$ cat config.mk
export PLATFORM = sky130hd
export DESIGN_NAME = cmd_parser
export DESIGN_NICKNAME = d
export VERILOG_FILES = /design/src/rtl/cmd_parser.sv
export SDC_FILE = /design/constraint.sdc
export NUM_CORES = 1
export LEC_CHECK = 0
export CORE_MARGIN = 4
export CORE_UTILIZATION = 35
export CTS_CLUSTER_DIAMETER = 200
export DETAILED_ROUTE_END_ITERATION = 16
export MAX_ROUTING_LAYER = met4
export SYNTH_ARGS = -nofsm -noshare
export SYNTH_HDL_FRONTEND = slang
export SYNTH_SLANG_ARGS = --single-unit
$ cat constraint.sdc
create_clock -name i_clk -period 3 [get_ports i_clk]
set_input_delay 0.9 -clock i_clk [delete_from_list [all_inputs] [get_ports i_clk]]
set_output_delay 0.9 -clock i_clk [all_outputs]
set_load 0.02 [all_outputs]
$ cat src/rtl/cmd_parser.sv
// rtl/cmd_parser.sv - command FIFO header/payload parser for the master-controller engines
//
// Ports:
//   i_clk, i_reset_n            clock, asynchronous active-low reset
//   i_cmd_word, i_cmd_valid     FIFO head word and not-empty flag
//   o_cmd_ready                 pop strobe (word consumed on i_cmd_valid && o_cmd_ready)
//   o_cmd_valid, i_cmd_ack      decoded command handshake towards the engines
//   o_cmd_op, o_cmd_id          decoded opcode and command id
//   o_cmd_payload               payload words, word1 in the low 32 bits, unused words zero
//   o_err_op, o_err_len         one-cycle pulses for unknown opcode / length mismatch
//   o_err_count, i_err_clr      saturating malformed-command count and its synchronous clear
//   o_busy                      high whenever a command is in progress
module cmd_parser #(
  parameter int WORD_WIDTH    = 32,
  parameter int PAYLOAD_WORDS = 3,
  parameter int ERR_CNT_WIDTH = 8
) (
  input  logic                              i_clk,
  input  logic                              i_reset_n,
  input  logic [WORD_WIDTH-1:0]             i_cmd_word,
  input  logic                              i_cmd_valid,
  output logic                              o_cmd_ready,
  output logic                              o_cmd_valid,
  input  logic                              i_cmd_ack,
  output logic [7:0]                        o_cmd_op,
  output logic [7:0]                        o_cmd_id,
  output logic [WORD_WIDTH*PAYLOAD_WORDS-1:0] o_cmd_payload,
  output logic                              o_err_op,
  output logic                              o_err_len,
  output logic [ERR_CNT_WIDTH-1:0]          o_err_count,
  input  logic                              i_err_clr,
  output logic                              o_busy
);

  localparam logic [1:0] ST_HDR     = 2'd0;
  localparam logic [1:0] ST_PAYLOAD = 2'd1;
  localparam logic [1:0] ST_EMIT    = 2'd2;
  localparam logic [1:0] ST_DRAIN   = 2'd3;

  logic [1:0] state;
  logic [6:0] word_idx;
  logic [6:0] last_idx;

  // Header field decode, only meaningful while in ST_HDR.
  logic [7:0] hdr_op;
  logic [7:0] hdr_id;
  logic [7:0] hdr_len;
  logic       op_known;
  logic [7:0] exp_len;
  logic       len_bad;
  logic [6:0] ceil_words;
  logic       hdr_pop;
  logic       err_event;

  assign hdr_op     = i_cmd_word[7:0];
  assign hdr_id     = i_cmd_word[15:8];
  assign hdr_len    = i_cmd_word[23:16];
  assign op_known   = (hdr_op >= 8'hF0) && (hdr_op <= 8'hF4);
  assign exp_len    = ((hdr_op == 8'hF3) || (hdr_op == 8'hF4)) ? 8'd4 : 8'd12;
  assign len_bad    = (hdr_len != exp_len);
  // Malformed commands drain every byte the header claims, rounded up to whole words.
  assign ceil_words = 7'(({1'b0, hdr_len} + 9'd3) >> 2);
  assign hdr_pop    = (state == ST_HDR) && i_cmd_valid;
  assign err_event  = hdr_pop && (!op_known || len_bad);

  assign o_cmd_ready = (state != ST_EMIT);
  assign o_busy      = (state != ST_HDR);

  always_ff @(posedge i_clk or negedge i_reset_n) begin
    if (!i_reset_n) begin
      state         <= ST_HDR;
      word_idx      <= '0;
      last_idx      <= '0;
      o_cmd_valid   <= 1'b0;
      o_cmd_op      <= '0;
      o_cmd_id      <= '0;
      o_cmd_payload <= '0;
      o_err_op      <= 1'b0;
      o_err_len     <= 1'b0;
    end else begin
      o_err_op  <= 1'b0;
      o_err_len <= 1'b0;
      case (state)
        ST_HDR: begin
          if (i_cmd_valid) begin
            o_cmd_op      <= hdr_op;
            o_cmd_id      <= hdr_id;
            o_cmd_payload <= '0;
            word_idx      <= '0;
            if (!op_known || len_bad) begin
              // Unknown opcode takes precedence over a length error.
              o_err_op  <= !op_known;
              o_err_len <= op_known;
              last_idx  <= ceil_words - 7'd1;
              state     <= (ceil_words == 7'd0) ? ST_HDR : ST_DRAIN;
            end else begin
              last_idx <= 7'(hdr_len[7:2]) - 7'd1;
              state    <= ST_PAYLOAD;
            end
          end
        end
        ST_PAYLOAD: begin
          if (i_cmd_valid) begin
            for (int i = 0; i < PAYLOAD_WORDS; i++) begin
              if (word_idx == 7'(i)) begin
                o_cmd_payload[i*WORD_WIDTH +: WORD_WIDTH] <= i_cmd_word;
              end
            end
            word_idx <= word_idx + 7'd1;
            if (word_idx == last_idx) begin
              o_cmd_valid <= 1'b1;
              state       <= ST_EMIT;
            end
          end
        end
        ST_EMIT: begin
          if (i_cmd_ack) begin
            o_cmd_valid <= 1'b0;
            state       <= ST_HDR;
          end
        end
        ST_DRAIN: begin
          if (i_cmd_valid) begin
            word_idx <= word_idx + 7'd1;
            if (word_idx == last_idx) begin
              state <= ST_HDR;
            end
          end
        end
        default: state <= ST_HDR;
      endcase
    end
  end

  // Clear wins over the old value but not over a same-cycle error, which counts as one.
  always_ff @(posedge i_clk or negedge i_reset_n) begin
    if (!i_reset_n) begin
      o_err_count <= '0;
    end else if (i_err_clr) begin
      o_err_count <= err_event ? ERR_CNT_WIDTH'(1) : '0;
    end else if (err_event && (o_err_count != {ERR_CNT_WIDTH{1'b1}})) begin
      o_err_count <= o_err_count + ERR_CNT_WIDTH'(1);
    end
  end

endmodule

==> impl.org <==
** Run status
- The run finished with clean final reports.

** STA
- Number of slew-limit violations in the final report :: 0
- Setup repair after global routing left no endpoint under its margin.
- Worst-Margin Slew :: 576 ps
- Number of hold-slack violations in the final timing report :: 0
- In this run the tightest slew margin relative to its limit is 0.616.
- Fmax :: 358 MHz
- Setup-violating endpoint count in the final report :: 0
- Setup Skew :: 9.31 ps
- The routed design could run at a clock period as short as 2790 ps.
- Final worst-path cycle share :: 0.931

** Clock network
- Clock latency on the worst-skew pair :: 420 ps
- CTS tree :: built
- The H-tree was split into 4 levels.
- PostCTS Resize Cnt :: 0
- CTS Buf Count :: 17
- Clock slew seen by the registers of the worst setup and hold paths :: 60 ps
- The tree is rooted in a sky130_fd_sc_hd__clkbuf_16.
- Counting every sink on the clock net gives 139.
- No sink is reached through more buffers than the 2 on the longest clock path.
- Post-CTS Setup Repair Bufs :: 0
- Total of hold buffers inserted after clock tree synthesis :: 0

** Yosys
- The synthesized netlist occupies a cell area of 0.00607 mm2.
- Netlist cell types :: 46
- Share of synthesized area occupied by flip-flops and latches :: 0.573
- The most used flip-flop cell after synthesis is sky130_fd_sc_hd__dfrtp_1.
- By area, the combinational part of the netlist is dominated by multiplexers.
- Mean post-synth cell area :: 12.2 um2
- After synthesis, the share of flip-flops with an asynchronous set or reset is 1.00.
- Arithmetic-cell share of the synthesized area counting full adders, half adders and majority gates :: 0.0124
- Count of flip-flops with a built-in enable after synthesis :: 0
- Of the total synthesized cell area, the portion taken by AND, OR, NAND and NOR gates is 0.140.
- Post-synthesis compound-gate area fraction :: 0.0458
- Measured against the total synthesized area, the mux share comes to 0.181.
- After synthesis the netlist holds a flip-flop and latch count of 139.
- Cell count after synthesis :: 499
- When the netlist entered floorplanning its net count stood at 542.
- The Yosys step of the flow raised 0 warnings.
- Share of the synthesized netlist area taken by xor and xnor gates :: 0.0260

** Drt
- Routed metal-1 wire length :: 7420 um
- After detailed routing, the met3 layer carries 1030 um of wire.
- Wire segments on met2 add up to 7610 um in the final route.
- DRC violation count after routing :: 0
- The detailed router placed 4491 vias in this run.
- Drt first pass iters :: 4
- After detailed routing, the total wire length is 16300 um.
- Wire length per cell :: 17.8 um
- Routed signal wires occupy layers up through met4.
- The detailed router finished its first iteration with 203 violations.
- The detail route stage leaves a number of antenna-violating nets equal to 0.
- Drt via density :: 4.92

** Setup path
- For the worst flop-to-flop path, the logic depth is 5.
- Nature of the critical path endpoint :: flip-flop
- At the worst endpoint, the required time is 3300 ps.
- For flop-to-flop paths, the worst setup slack is 1120 ps.
- Worst reg2reg path startpoint :: state[1]
- Crit Path Max Fanout :: 12
- The critical path is of the primary input to flip-flop type.
- STA classifies the critical path startpoint as a primary input.
- In this run the critical register-to-register path is captured at o_err_count[7].
- Data arrival time at the worst-slack endpoint :: 3090 ps

** Power and ir drop
- The share of total power dissipated in the clock network is 0.231.
- Cell internal power was estimated by the tool at 6.14 mW.
- Of the total power, registers draw 0.335.
- Total power divided by cell area :: 1090 mW/mm2
- Of the total power, the share spent switching nets is 0.356.
- The completed layout was analyzed and its total power is 9.53 mW.
- Summed over all cells, the static leakage comes to 3.89 nW.
- NetSw :: 3.39 mW
- Comb power frac :: 0.433
- Worst VDD drop :: 0.596 mV

** Final layout
- Final standard cell area without fillers :: 0.00874 mm2
- From synthesis to final layout, the design area changed by 44.0%.
- Fillers :: 1504
- Ant diodes :: 0
- Final nets :: 723
- Of the cells placed in the final design, the portion with a size suffix greater than 1 is 0.240.

** Floorplan
- Row generation in the floorplan step produced 47 rows.
- In this run the horizontal extent of the chip is 140 um.
- The die covers 0.0195 mm2.
- Placeable core region :: 0.0168 mm2
- For this configuration, the core starts out at a cell density of 0.361.
- Height of the die :: 140 um
- I/O Pins :: 162

** GRT
- Number of global-route vias before repair :: 4843
- Total congestion overflow :: 0
- The number of antenna violations at the first check in global routing was 0.
- Pin count of the biggest net entering global routing :: 60
- First-pass GRT wire length :: 26400 um
- Total global routing track utilization :: 0.174

** Placed design
- Port buffering added 161 buffers.
- Detailed placer's ending HPWL :: 11400 um
- In this run the cell area measured after placement is 0.00812 mm2.
- Global placer's final weighted congestion :: 0.863

** Worst hold path
- Hold/Removal Path Class :: primary input to async pin

** Job
- Max-cap violations :: 0
sequential cells by signal, indices dropped and copies added, names as in the netlist:
register       count
o_cmd_payload     96
o_cmd_valid        1
o_cmd_id           8
o_err_len          1
o_err_op           1
o_err_count        8
o_cmd_op           8
last_idx           7
word_idx           7
state              2
cell families (layout without fill, tap and decap cells):
kind of cell	after synthesis	after routing
buffers and inverters	30	224
AND/OR/NAND/NOR	169	169
flip-flops	139	139
adder cells (fa/ha/maj)	6	6
AO/OA/AOI/OAI	39	39
multiplexers	98	98
XOR/XNOR	18	18
Yosys cell counts (4+ instances only):
master,count,area [um2]
sky130_fd_sc_hd__clkbuf_1,14,52.6
sky130_fd_sc_hd__nand4_1,4,25.0
sky130_fd_sc_hd__nor2_1,14,52.6
sky130_fd_sc_hd__nand2_1,75,282
sky130_fd_sc_hd__nand3_1,13,65.1
sky130_fd_sc_hd__mux2_2,96,1080
sky130_fd_sc_hd__ha_1,6,75.1
sky130_fd_sc_hd__dfrtp_1,139,3480
sky130_fd_sc_hd__buf_2,9,45.0
sky130_fd_sc_hd__a21oi_1,6,30.0
sky130_fd_sc_hd__o21ai_0,14,70.1
sky130_fd_sc_hd__inv_1,6,22.5
sky130_fd_sc_hd__and2_1,32,200
sky130_fd_sc_hd__nor3_1,5,25.0
sky130_fd_sc_hd__xnor2_1,13,114
sky130_fd_sc_hd__xor2_1,5,43.8
power groups by stage:
stage               clock (mW)  sequential (mW)  combinational [mW]
floorplan                    0             3.99                1.31
finish                    2.21             3.19                4.13
global placement             0             3.19                4.11
global route              2.34             3.31                4.40
CTS                       2.26             3.20                4.19
detailed placement           0             3.22                4.17
cell type report:
cell class                 count  area [um2]  area share
clock buffer                  18         439      0.0502
clock inverter                14         183      0.0209
inverter                       6        22.5     0.00258
multi-input combinational    330        2470       0.283
sequential                   139        3480       0.398
tap                          220         275      0.0315
timing repair buffer         186        1880       0.214
worst max path at each step:
stage	to	start	slack [ps]	cells after the start
after detailed placement	o_err_count[4]	i_cmd_word[23]	-160	6
after global routing	o_err_count[3]	i_cmd_word[23]	50	7
after global placement	o_err_count[3]	i_cmd_word[23]	-150	7
final	o_err_count[4]	i_cmd_word[23]	210	6
after CTS	o_err_count[4]	i_cmd_word[23]	270	6
after floorplan	o_err_count[4]	i_cmd_word[3]	560	6
critical path: stages:
cell	delay, ps
sky130_fd_sc_hd__clkdlybuf4s50_1	420
sky130_fd_sc_hd__nor4_1	520
sky130_fd_sc_hd__nand3_1	340
sky130_fd_sc_hd__a211oi_4	530
sky130_fd_sc_hd__nor3_1	110
sky130_fd_sc_hd__o221a_1	260
placed cells by master, fill, tap and decap left out, types with 6 or more instances in the layout:
master	instances
sky130_fd_sc_hd__a21oi_1	6
sky130_fd_sc_hd__and2_1	32
sky130_fd_sc_hd__buf_12	6
sky130_fd_sc_hd__buf_4	19
sky130_fd_sc_hd__clkbuf_16	17
sky130_fd_sc_hd__clkdlybuf4s50_1	160
sky130_fd_sc_hd__dfrtp_1	139
sky130_fd_sc_hd__ha_1	6
sky130_fd_sc_hd__inv_1	6
sky130_fd_sc_hd__mux2_2	96
sky130_fd_sc_hd__nand2_1	73
sky130_fd_sc_hd__nand3_1	13
sky130_fd_sc_hd__nor2_1	14
sky130_fd_sc_hd__o21ai_0	14
sky130_fd_sc_hd__xnor2_1	13
stage by stage:
step	TNS, ps	hold slack (ps)	setup WS [ps]	cells	util
final	0	466	206	913	0.520
after global routing	0	500	48.0	913	0.520
after CTS	0	464	271	913	0.520
after detailed placement	-1010	464	-164	881	0.483
after global placement	-760	459	-147	881	0.483
after floorplan	0	467	558	499	-
per-layer routing:
metal	track usage	vias to the layer above
met4	0.0495	0
met1	0.231	2255
met2	0.267	139
met3	0.0453	16
li1	-	2081
met5	-	-
Note: power is estimated with default switching activity, not from simulation.
